### src/rtl/ltc2308_responder_if.sv
// Pin and host-port bundle between an LTC2308 master (or bench) and the responder.
// The master modport drives the serial pins and the channel write port.
interface ltc2308_responder_if;
  logic        adc_convst;
  logic        adc_sck;
  logic        adc_sdi;
  logic        adc_sdo;
  logic        wr_en;
  logic [2:0]  wr_chan;
  logic [11:0] wr_data;
  logic [5:0]  cfg_word;
  logic        frame_done;
  logic        frame_err;

  modport master (
    output adc_convst, adc_sck, adc_sdi, wr_en, wr_chan, wr_data,
    input  adc_sdo, cfg_word, frame_done, frame_err
  );

  modport slave (
    input  adc_convst, adc_sck, adc_sdi, wr_en, wr_chan, wr_data,
    output adc_sdo, cfg_word, frame_done, frame_err
  );
endinterface

### src/rtl/ltc2308_responder.sv
// LTC2308 converter stand-in: oversamples CONVST/SCK/SDI in the clk domain and
// returns a transformed channel register value on SDO, MSB first.
module ltc2308_responder #(
  parameter int CONV_CYCLES = 80,
  parameter int SYNC_STAGES = 2
) (
  input  logic               clk,
  input  logic               reset_n,
  ltc2308_responder_if.slave bus
);

  localparam int               CNT_W     = $clog2(CONV_CYCLES + 1);
  localparam logic [CNT_W-1:0] CNT_LOAD  = CNT_W'(CONV_CYCLES - 1);
  localparam logic [5:0]       CFG_RESET = 6'b100010;

  typedef enum logic [1:0] {
    S_IDLE,
    S_CONV,
    S_READY,
    S_SHIFT
  } state_t;

  // cfg bit layout: [5]=S/D [4]=O/S [3]=S1 [2]=S0 [1]=UNI [0]=SLP
  function automatic logic [11:0] f_transform(input logic [11:0] value,
                                              input logic        single_ended,
                                              input logic        unipolar);
    if (!single_ended) return 12'h000;
    if (unipolar)      return value;
    return value ^ 12'h800;
  endfunction

  logic [SYNC_STAGES-1:0] r_sync_convst;
  logic [SYNC_STAGES-1:0] r_sync_sck;
  logic [SYNC_STAGES-1:0] r_sync_sdi;
  logic                   r_convst_d;
  logic                   r_sck_d;

  logic w_convst;
  logic w_sck;
  logic w_sdi;
  logic w_convst_rise;
  logic w_sck_rise;
  logic w_sck_fall;

  state_t           r_state;
  logic [CNT_W-1:0] r_cnt;
  logic [3:0]       r_idx;
  logic [2:0]       r_cfg_cnt;
  logic [5:0]       r_cfg_word;
  logic [5:0]       r_next_cfg;
  logic             r_sdo_bit;
  logic             r_sdo;
  logic             r_frame_done;
  logic             r_frame_err;
  logic [11:0]      r_data;
  logic [11:0]      r_chan [8];

  logic        w_start;
  logic        w_abort;
  logic        w_snap;
  logic [2:0]  w_ch;
  logic [11:0] w_snap_val;
  logic [3:0]  w_idx_dn;

  // Stage: pin synchronizers and edge-detect register
  always_ff @(posedge clk or negedge reset_n) begin
    if (!reset_n) begin
      r_sync_convst <= '0;
      r_sync_sck    <= '0;
      r_sync_sdi    <= '0;
      r_convst_d    <= 1'b0;
      r_sck_d       <= 1'b0;
    end else begin
      r_sync_convst <= {r_sync_convst[SYNC_STAGES-2:0], bus.adc_convst};
      r_sync_sck    <= {r_sync_sck[SYNC_STAGES-2:0],    bus.adc_sck};
      r_sync_sdi    <= {r_sync_sdi[SYNC_STAGES-2:0],    bus.adc_sdi};
      r_convst_d    <= w_convst;
      r_sck_d       <= w_sck;
    end
  end

  assign w_convst      = r_sync_convst[SYNC_STAGES-1];
  assign w_sck         = r_sync_sck[SYNC_STAGES-1];
  assign w_sdi         = r_sync_sdi[SYNC_STAGES-1];
  assign w_convst_rise = w_convst & ~r_convst_d;
  assign w_sck_rise    = w_sck & ~r_sck_d;
  assign w_sck_fall    = ~w_sck & r_sck_d;

  // A CONVST rise restarts from any state except CONV, where it is ignored.
  assign w_start    = w_convst_rise && (r_state != S_CONV);
  assign w_abort    = w_start && ((r_state == S_READY) || (r_state == S_SHIFT));
  assign w_snap     = (r_state == S_CONV) && (r_cnt == '0);
  assign w_ch       = {r_cfg_word[3], r_cfg_word[2], r_cfg_word[4]};
  assign w_snap_val = f_transform(r_chan[w_ch], r_cfg_word[5], r_cfg_word[1]);
  assign w_idx_dn   = r_idx - 4'd1;

  // Stage: host channel register file
  always_ff @(posedge clk or negedge reset_n) begin
    if (!reset_n) begin
      for (int i = 0; i < 8; i++) r_chan[i] <= 12'h000;
    end else if (bus.wr_en) begin
      r_chan[bus.wr_chan] <= bus.wr_data;
    end
  end

  // Stage: conversion snapshot; reads the register file before a same-cycle write lands
  always_ff @(posedge clk) begin
    if (w_snap) r_data <= w_snap_val;
  end

  // Stage: frame state machine
  always_ff @(posedge clk or negedge reset_n) begin
    if (!reset_n) begin
      r_state      <= S_IDLE;
      r_cnt        <= '0;
      r_idx        <= 4'd0;
      r_cfg_cnt    <= 3'd0;
      r_cfg_word   <= CFG_RESET;
      r_next_cfg   <= CFG_RESET;
      r_sdo_bit    <= 1'b0;
      r_frame_done <= 1'b0;
      r_frame_err  <= 1'b0;
    end else begin
      r_frame_done <= 1'b0;
      r_frame_err  <= 1'b0;
      if (w_start) begin
        if (r_cfg_cnt == 3'd6) r_cfg_word <= r_next_cfg;
        r_frame_err <= w_abort;
        r_cfg_cnt   <= 3'd0;
        r_cnt       <= CNT_LOAD;
        r_sdo_bit   <= 1'b0;
        r_state     <= S_CONV;
      end else begin
        case (r_state)
          S_IDLE: begin
            r_sdo_bit <= 1'b0;
          end
          S_CONV: begin
            if (w_sck_rise || w_sck_fall) r_frame_err <= 1'b1;
            if (w_snap) r_state <= S_READY;
            else        r_cnt   <= r_cnt - 1'b1;
          end
          S_READY: begin
            if (!w_convst) begin
              r_sdo_bit <= r_data[11];
              r_idx     <= 4'd11;
              r_state   <= S_SHIFT;
            end
          end
          S_SHIFT: begin
            if (w_sck_rise && (r_cfg_cnt < 3'd6)) begin
              r_next_cfg <= {r_next_cfg[4:0], w_sdi};
              r_cfg_cnt  <= r_cfg_cnt + 3'd1;
            end
            if (w_sck_fall) begin
              if (r_idx == 4'd0) begin
                r_sdo_bit    <= 1'b0;
                r_frame_done <= 1'b1;
                r_state      <= S_IDLE;
              end else begin
                r_idx     <= w_idx_dn;
                r_sdo_bit <= r_data[w_idx_dn];
              end
            end
          end
          default: r_state <= S_IDLE;
        endcase
      end
    end
  end

  // Stage: SDO output register
  always_ff @(posedge clk or negedge reset_n) begin
    if (!reset_n) r_sdo <= 1'b0;
    else          r_sdo <= r_sdo_bit;
  end

  assign bus.adc_sdo    = r_sdo;
  assign bus.cfg_word   = r_cfg_word;
  assign bus.frame_done = r_frame_done;
  assign bus.frame_err  = r_frame_err;

endmodule

### src/flat_wrapper.sv
// flat-port wrapper written by rule: the top's interface ports become plain ports
module ltc2308_responder_flat 
#(
  parameter int CONV_CYCLES = 80,
  parameter int SYNC_STAGES = 2
)
  (clk, reset_n, bus_adc_convst, bus_adc_sck, bus_adc_sdi, bus_wr_en, bus_wr_chan, bus_wr_data, bus_adc_sdo, bus_cfg_word, bus_frame_done, bus_frame_err);
  ltc2308_responder_if bus_i ();
  input  logic clk;
  input  logic reset_n;
  input wire logic [$bits(bus_i.adc_convst)-1:0] bus_adc_convst;
  input wire logic [$bits(bus_i.adc_sck)-1:0] bus_adc_sck;
  input wire logic [$bits(bus_i.adc_sdi)-1:0] bus_adc_sdi;
  input wire logic [$bits(bus_i.wr_en)-1:0] bus_wr_en;
  input wire logic [$bits(bus_i.wr_chan)-1:0] bus_wr_chan;
  input wire logic [$bits(bus_i.wr_data)-1:0] bus_wr_data;
  output wire logic [$bits(bus_i.adc_sdo)-1:0] bus_adc_sdo;
  output wire logic [$bits(bus_i.cfg_word)-1:0] bus_cfg_word;
  output wire logic [$bits(bus_i.frame_done)-1:0] bus_frame_done;
  output wire logic [$bits(bus_i.frame_err)-1:0] bus_frame_err;
  assign bus_i.adc_convst = bus_adc_convst;
  assign bus_i.adc_sck = bus_adc_sck;
  assign bus_i.adc_sdi = bus_adc_sdi;
  assign bus_i.wr_en = bus_wr_en;
  assign bus_i.wr_chan = bus_wr_chan;
  assign bus_i.wr_data = bus_wr_data;
  assign bus_adc_sdo = bus_i.adc_sdo;
  assign bus_cfg_word = bus_i.cfg_word;
  assign bus_frame_done = bus_i.frame_done;
  assign bus_frame_err = bus_i.frame_err;
  ltc2308_responder #(.CONV_CYCLES(CONV_CYCLES), .SYNC_STAGES(SYNC_STAGES)) u_core (.clk(clk), .reset_n(reset_n), .bus(bus_i));
endmodule
### config.mk
export PLATFORM = sky130hd
export DESIGN_NAME = ltc2308_responder_flat
export DESIGN_NICKNAME = d
export VERILOG_FILES = /design/src/rtl/ltc2308_responder_if.sv /design/src/rtl/ltc2308_responder.sv /design/src/flat_wrapper.sv
export SDC_FILE = /design/constraint.sdc
export NUM_CORES = 1
export LEC_CHECK = 0
export ABC_AREA = 1
export CORE_MARGIN = 2
export CORE_UTILIZATION = 45
export DETAILED_ROUTE_END_ITERATION = 12
export HOLD_SLACK_MARGIN = 0.02
export PLACE_DENSITY = 0.64
export SLEW_MARGIN = 5
export SYNTH_ARGS = -nofsm -noshare
export SYNTH_HDL_FRONTEND = slang
export SYNTH_SLANG_ARGS = --single-unit
### constraint.sdc
create_clock -name clk -period 1.6 [get_ports clk]
set_input_delay 0.16 -clock clk [delete_from_list [all_inputs] [get_ports clk]]
set_output_delay 0.16 -clock clk [all_outputs]
set_load 0.02 [all_outputs]
==> results.env, run 1 <==
SYNTH_AREA_LEADERS='sky130_fd_sc_hd__dfrtp_1 50%, sky130_fd_sc_hd__o21ai_0 12%, sky130_fd_sc_hd__nand2_1 8.8%, sky130_fd_sc_hd__nor2_1 6.4%, sky130_fd_sc_hd__edfxtp_1 5.4%'
FIRSTDRTPASSITERS=5
IRDROPWORSTVDD_V=0.000825
SYNTH_XOR_XNOR_AREA_SHARE_PCT=0.132
HOLD_PATH_CLASS='primary input to flip-flop'
CRIT_FANOUT=2
REMAINING_DRC_ERRORS=0
SETUP_VIOL=0
CLOCK_SINKS=148
DPL_CELL_AREA_UM2=7420
P_SW_W=0.00306
CELLPOWERDENSITY_nW_PER_UM2=1360
GRT_FIRST_PASS_WIRELENGTH_UM=25700
POWER.SHARE.CLOCK_PCT=38.4
COMB_POWER_SHARE_PCT=18.0
GRT_ANTENNA_BEFORE_REPAIR=0
YOSYS.CELL_TYPES.COUNT=35
FINAL.MIN_CLOCK_PERIOD_NS=1.52
SYNTH-ADDER-AREA-SHARE_PCT=1.50
WORST_PIN_SLEW_NS=0.501
AREA.GROWTH.SYNTH_TO_FINAL_PCT=21.5
INSERTEDDIODECOUNT=0
COREAREA_UM2=14500
P_TOTAL_W=0.0110
MAXCAPVIOLATIONS=0
WORST-ENDPOINT-REQUIRED_NS=1.44
MAXSLEWHEADROOM_PCT=66.6
DESIGN.FINAL.NETS=847
FLOP_AND_LATCH_COUNT_OUT_OF_SYNTHESIS=148
CRITPATHBUFINV=1
WORSTPATHCELLLIST='clkdlybuf4s50_1'
SYNTH_MUX_AREA_SHARE_PCT=0
HPWL_UM=10000
CELL_AT_THE_SLOWEST_STAGE_OF_THE_CRITICAL_PATH='sky130_fd_sc_hd__clkdlybuf4s50_1'
SYNTH_LARGEST_AREA_CELL='sky130_fd_sc_hd__dfrtp_1'
PART_OF_THE_YOSYS_AREA_USED_FOR_SEQUENTIAL_ELEMENTS_PCT=56.6
COMBINATIONAL_FAMILY_WITH_THE_MOST_AREA_AFTER_SYNTHESIS='simple AND/OR/NAND/NOR gates'
TRITONCTS='yes'
VIASPERCELL=5.19
FINAL.PERIOD_UTILIZATION_PCT=95.1
DIEAREA_UM2=15800
CRIT_ARRIVAL_NS=1.36
MAXIMUM_FREQUENCY_FROM_STATIC_TIMING_ANALYSIS_MHz=657
CRITICAL_PATH.TOP_DELAY_FAMILY='buffers and inverters'
NETLIST.AREA_LEADER.SHARE_PCT=49.6
GRT_PASS1_VIAS=5234
SYNTH_WARNINGS=0
CLK_ROOT_BUFFER_CELL='sky130_fd_sc_hd__clkbuf_16'
GRT_SETUP_UNREPAIRED='false'
GLOBALROUTE.TOTALOVERFLOW=0
CLOCK_PATH_BUFFERS=2
PORT_BUFFERS=29
SYNTH_TOP_CELLS_BY_COUNT='156 x sky130_fd_sc_hd__nand2_1, 153 x sky130_fd_sc_hd__o21ai_0, 132 x sky130_fd_sc_hd__dfrtp_1, 114 x sky130_fd_sc_hd__nor2_1, 59 x sky130_fd_sc_hd__inv_1'
ASYNCSETRESETFLOPFRACSYNTH_PCT=91.9
POWER.SEQUENTIAL.FRACTION_PCT=43.6
LEAKAGEPOWER_nW=3.73
CELL_AREA_AFTER_SYNTHESIS_UM2=6660
GR-USAGE-ALL-LAYERS_PCT=20.3
HTREE_LEVELS=4
TIMING.FINAL.HOLD_VIOLATIONS=0
STDCELL_AREA_UM2=8090
DETAIL-ROUTE-ANTENNA-NETS=0
MAX_STAGE_DELAY_NS=0.60
CLOCK_LATENCY_NS=0.42
NUMBER_OF_BUFFERS_INSERTED_DURING_CLOCK_TREE_SYNTHESIS=17
ENDPOINT_KIND='output pin'
POWER.INTERNAL_W=0.00798
FINAL-INSTANCE-COUNT-EXCL-FILL=1015
DR_TOTAL_VIAS=5267
DRT-INITIAL-DRC-COUNT=353
SYNTH-MAIN-FF-CELL='sky130_fd_sc_hd__dfrtp_1'
REPORT.FINAL.SLEW_VIOL_COUNT=0
DRT-TOTAL-WL_UM=14700
TIMING.CRITICAL_PATH.FROM_TYPE='flip-flop'
DRT-WIRELENGTH-PER-CELL_UM=14.5
FP.DIEW_UM=126
SWITCHING_SHARE_PCT=27.7
STATUS='finished clean'
SYN_AREA_PER_CELL_UM2=8.63
DRIVE_GT1_SHARE_PCT=11.4
FIN_SETUP_TNS_NS=0
GP_CONGESTION=0.844
SYNTH_COMPOUND_GATE_AREA_SHARE_PCT=16.4
MAPPEDNETLISTNETS=800
INITIAL_CORE_UTIL_PCT=46.0
NUMPLACEDINSTANCES=982
SKEW_NS=0.00506
FINAL.HOLD.WORST_SLACK_NS=0.177
CLK_PIN_SLEW_WORST_PATHS_NS=0.06
IOS=30
GRT_MAX_DEGREE=51
SYNTHESIS.INSTANCES=771
CRITICALPATHCATEGORY='flip-flop to output pin'
POST-SYNTH-TOP-COUNT-CELL='sky130_fd_sc_hd__nand2_1'
DIEHEIGHT_UM=126
SYNTH-SIMPLE-AREA-SHARE_PCT=18.9
SYNTH-EDFF-COUNT=12
ROWS=44
stage by stage:
stage	setup slack (ns)	utilization, %
2_1_floorplan	0.0333	-
3_3_place_gp	0.0859	51.2
3_5_place_dp	0.0603	51.2
4_1_cts	0.0358	55.7
5_1_grt	0.000667	55.9
6_report	0.0781	55.9
routing by layer:
metal	routed length [um]	GRT usage, %
met5	0	0
met4	284	7.25
met3	649	4.12
met2	7040	33.3
met1	6740	27.0
final cells by class:
cell class,count,area (um^2)
Timing Repair Buffer,65,739
Sequential cell,148,3770
Tap cell,184,230
Clock inverter,7,115
Multi-Input combinational cell,525,2480
Fill cell,1301,6390
Inverter,61,229
Clock buffer,25,527
kinds of logic after synthesis:
family,count (synthesis)
xor gates and xnor gates,1
adders and majority gates,8
DFF,148
AOI/OAI and AO/OA,210
and+or+nand+nor,306
buffers and inverters,98
power groups by stage:
stage	combinational [W]	clock, W	sequential [W]
after floorplan	0.00135	0	0.00479
after global placement	0.00188	0	0.00483
after detailed placement	0.00195	0	0.00485
after CTS	0.00196	0.00430	0.00480
after global routing	0.00231	0.00450	0.00489
final	0.00199	0.00424	0.00481
sequential cells by signal, summed over array words and instances (netlist names):
signal                 flops
u_core.r_chan             96
u_core.r_data             12
u_core.r_cnt               7
u_core.bus.cfg_word        6
u_core.r_next_cfg          6
u_core.r_idx               4
u_core.r_cfg_cnt           3
u_core.r_state             2
u_core.r_sync_convst       2
u_core.r_sync_sck          2
u_core.r_sync_sdi          2
u_core.bus.adc_sdo         1
u_core.bus.frame_done      1
u_core.bus.frame_err       1
u_core.r_convst_d          1
u_core.r_sck_d             1
u_core.r_sdo_bit           1
cells in the final DEF, fill, tap and decap left out, types with 3 or more instances in the layout:
cell type,n
sky130_fd_sc_hd__clkbuf_16,18
sky130_fd_sc_hd__dfstp_2,4
sky130_fd_sc_hd__nand2_2,3
sky130_fd_sc_hd__clkdlybuf4s50_1,23
sky130_fd_sc_hd__a31oi_1,11
sky130_fd_sc_hd__a22oi_1,3
sky130_fd_sc_hd__buf_12,14
sky130_fd_sc_hd__ha_1,7
sky130_fd_sc_hd__a21oi_1,15
sky130_fd_sc_hd__nand2_1,156
sky130_fd_sc_hd__inv_2,4
sky130_fd_sc_hd__dlygate4sd2_1,4
sky130_fd_sc_hd__nand3_2,3
sky130_fd_sc_hd__o21ai_0,152
sky130_fd_sc_hd__edfxtp_1,12
sky130_fd_sc_hd__clkbuf_8,5
sky130_fd_sc_hd__nand3_1,21
sky130_fd_sc_hd__buf_4,20
sky130_fd_sc_hd__nor2_1,111
sky130_fd_sc_hd__bufinv_16,3
sky130_fd_sc_hd__dfrtp_1,131
sky130_fd_sc_hd__inv_1,57
sky130_fd_sc_hd__o21ai_1,23
sky130_fd_sc_hd__nor2_2,5
timing repair:
item,CTS,global route
pin swaps,0,0
setup buffers,0,0
hold endpoints to repair,46,0
setup endpoints to repair,5,16
resized for setup,7,9
gates cloned,0,0
hold buffers,1,0
final timing paths:
kind	startpoint	cells after the start	end	slack, ns
max	u_core.bus.cfg_word[0]	1	bus_cfg_word[0]	0.08
min	bus_adc_convst	1	u_core.r_sync_convst[0]	0.18
max reg2reg	u_core.r_idx[0]	9	u_core.r_idx[1]	0.14
min reg2reg	u_core.r_sync_sck[0]	0	u_core.r_sync_sck[1]	0.35
max in group asynchronous	reset_n	3	u_core.bus.cfg_word[5]	0.70
min in group asynchronous	reset_n	2	u_core.r_chan[73]	0.26
(Power assumes the default switching activity.)
==> inputs of run 2 (changes only) <==
- REMOVE_ABC_BUFFERS: not set -> 1
- SLEW_MARGIN: 5 -> 20
==> results.env, run 2 (synthesized netlist as in run 1, its figures left out) <==
MAX_STAGE_DELAY_NS=0.43  # was 0.60 ns
GRT_ANTENNA_BEFORE_REPAIR=1  # was 0
GR-USAGE-ALL-LAYERS_PCT=20.0  # was 20.3%
PRECTSSETUPSLACK_NS=0.0788  # was 0.0603 ns
LAYOUT.CELLS.MOST_COMMON='sky130_fd_sc_hd__nand2_1'  # unchanged
NUMBER_OF_BUFFERS_INSERTED_DURING_CLOCK_TREE_SYNTHESIS=17  # unchanged
MAXIMUM_FREQUENCY_FROM_STATIC_TIMING_ANALYSIS_MHz=654  # was 657 MHz
STATUS='finished clean'  # unchanged
DRT-TOTAL-WL_UM=14900  # was 14700 um
AREA.GROWTH.SYNTH_TO_FINAL_PCT=20.5  # was 21.5%
PATH_DEPTH=2  # was 1
REMAINING_DRC_ERRORS=0  # unchanged
GRT_SETUP_UNREPAIRED='true'  # was false
FP.DIEW_UM=126  # unchanged
TIMING.CRITICAL_PATH.FROM_TYPE='flip-flop'  # unchanged
HTREE_LEVELS=4  # unchanged
DRIVE_GT1_SHARE_PCT=10.9  # was 11.4%
CRIT_FANOUT=29  # was 2
LAYOUT_TOP_REGISTERS='u_core.r_chan: 96 flops, u_core.r_data: 12 flops, u_core.r_cnt: 7 flops'  # unchanged
GP_CONGESTION=0.799  # was 0.844
SKEW_NS=0.00858  # was 0.00506 ns
NFILLCELLS=1296  # was 1301
CRITPATHBUFINV=2  # was 1
INITIAL_CORE_UTIL_PCT=46.0  # unchanged
HPWL_UM=9510  # was 10000 um
DESIGN.FINAL.NETS=843  # was 847
MAXCAPVIOLATIONS=0  # unchanged
LAYOUT.CELLS.MOST_COMMON_LIST='156 x sky130_fd_sc_hd__nand2_1, 149 x sky130_fd_sc_hd__o21ai_0, 130 x sky130_fd_sc_hd__dfrtp_1'  # was 156 x sky130_fd_sc_hd__nand2_1, 152 x sky130_fd_sc_hd__o21ai_0, 131 x sky130_fd_sc_hd__dfrtp_1
PORT_BUFFERS=29  # unchanged
CLOCK_PATH_BUFFERS=2  # unchanged
FINAL.PERIOD_UTILIZATION_PCT=95.6  # was 95.1%
VIASPERCELL=5.22  # was 5.19
P_TOTAL_W=0.0106  # was 0.0110 W
TRITONCTS='yes'  # unchanged
DRT-WIRELENGTH-PER-CELL_UM=14.8  # was 14.5 um
R2R.WORST_PATH.CELLS=6  # was 9
LARGEST_REG_FLOPS=96  # unchanged
CELL_AT_THE_SLOWEST_STAGE_OF_THE_CRITICAL_PATH='sky130_fd_sc_hd__dfrtp_2'  # was sky130_fd_sc_hd__clkdlybuf4s50_1
DETAIL-ROUTE-ANTENNA-NETS=0  # unchanged
TIMING.FINAL.HOLD_VIOLATIONS=0  # unchanged
ROUTED-WL-MET3_UM=636  # was 649 um
DETAIL_ROUTE.WIRELENGTH.MET1_UM=6980  # was 6740 um
REGISTER_RANKED_FIRST_BY_FLIP_FLOP_COUNT='u_core.r_chan'  # unchanged
ROWS=44  # unchanged
FINAL.HOLD.WORST_SLACK_NS=0.188  # was 0.177 ns
FIRSTDRTPASSITERS=4  # was 5
GRT_MAX_DEGREE=49  # was 51
WORST_PIN_SLEW_NS=0.514  # was 0.501 ns
CLK_ROOT_BUFFER_CELL='sky130_fd_sc_hd__clkbuf_16'  # unchanged
DIEAREA_UM2=15800  # unchanged
IRDROPWORSTVDD_V=0.000843  # was 0.000825 V
LEAKAGEPOWER_nW=3.70  # was 3.73 nW
CRITICALPATHCATEGORY='flip-flop to output pin'  # unchanged
MET2ROUTEDLENGTH_UM=7140  # was 7040 um
WORSTPATHCELLLIST='buf_12, clkdlybuf4s15_1'  # was clkdlybuf4s50_1
GLOBALROUTE.TOTALOVERFLOW=0  # unchanged
INSERTEDDIODECOUNT=0  # unchanged
DIEHEIGHT_UM=126  # unchanged
REPORT.FINAL.SLEW_VIOL_COUNT=0  # unchanged
CELLPOWERDENSITY_nW_PER_UM2=1320  # was 1360 nW/um^2
FINAL.SETUP.WORST_SLACK_NS=0.0702  # was 0.0781 ns
FINAL.MIN_CLOCK_PERIOD_NS=1.53  # was 1.52 ns
CLOCK_SINKS=148  # unchanged
IOS=30  # unchanged
CRIT_ARRIVAL_NS=1.37  # was 1.36 ns
DR_TOTAL_VIAS=5275  # was 5267
WORST-ENDPOINT-REQUIRED_NS=1.44  # about the same
GRT_FIRST_PASS_WIRELENGTH_UM=25200  # was 25700 um
MAXSLEWHEADROOM_PCT=65.7  # was 66.6%
CLK_PIN_SLEW_WORST_PATHS_NS=0.06  # about the same
CLOCK_LATENCY_NS=0.42  # about the same
STDCELL_AREA_UM2=8020  # was 8090 um^2
COREAREA_UM2=14500  # unchanged
ENDPOINT_KIND='output pin'  # unchanged
DPL_CELL_AREA_UM2=7380  # was 7420 um^2
TIMING.HOLD.WORST_PATH_DEPTH=1  # unchanged
CRITICAL_PATH.TOP_DELAY_FAMILY='buffers and inverters'  # unchanged
HOLD_PATH_CLASS='primary input to flip-flop'  # unchanged
FIN_UTIL_PCT=55.4  # was 55.9%
GRT_PASS1_VIAS=5154  # was 5234
DR.MAX_LAYER_USED='met4'  # unchanged
SETUP_VIOL=0  # unchanged
DRT-INITIAL-DRC-COUNT=368  # was 353
[run 2: repair_timing]
item,4_1_cts,5_1_grt
hold buffers,1,0
setup buffers,0,1
hold endpoints to repair,42,0
setup endpoints to repair,5,29
gates resized for setup,6,13
gates cloned,0,1
[run 2: worst register-to-register path, stage by stage, from the launching register on]
cell and delay, ns:
sky130_fd_sc_hd__dfrtp_2 0.45, sky130_fd_sc_hd__inv_2 0.09, sky130_fd_sc_hd__buf_12 0.17, sky130_fd_sc_hd__nor2_1 0.06, sky130_fd_sc_hd__o21ai_0 0.21, sky130_fd_sc_hd__o21ai_1 0.08
sky130_fd_sc_hd__a31oi_1 0.22
[run 2: path summary, 6_finish.rpt]
path,startpoint,end,slack [ns]
min,bus_adc_sdi,u_core.r_sync_sdi[0],0.19
max reg2reg,u_core.bus.cfg_word[4],u_core.r_data[1],0.12
min in group asynchronous,reset_n,u_core.r_cnt[4],0.26
min reg2reg,u_core.r_sync_sck[0],u_core.r_sync_sck[1],0.35
max,u_core.bus.cfg_word[4],bus_cfg_word[4],0.07
max in group asynchronous,reset_n,u_core.r_chan[3],0.73
[run 2: metrics by stage]
| stage | instances | TNS (ns) |
|---|---|---|
| global placement | 976 | 0 |
| CTS | 1009 | 0 |
| global route | 1011 | -0.0125 |
| finish | 1011 | 0 |
| detailed placement | 976 | 0 |
| floorplan | 734 | -9.89 |
[run 2: layout make-up]
class                   count  area (um^2)  area share (%)
clock buffers              20          447            5.57
clock inverters            12          131            1.64
inverters                  61          229            2.86
multi-input cells         525         2480            30.9
flip-flops and latches    148         3770            47.0
well taps                 184          230            2.87
repair buffers             61          734            9.16
[run 2: per-layer routing]
metal	up-vias	global-route usage [%]
met5	-	0
met1	2529	26.6
met4	0	7.32
li1	2610	-
met3	16	4.76
met2	120	32.4
[run 2: power by group]
group / internal [W] / switching [W]
registers: 0.00443 / 0.000376
logic: 0.000765 / 0.00116
clock network: 0.00234 / 0.00154
total: 0.00753 / 0.00307
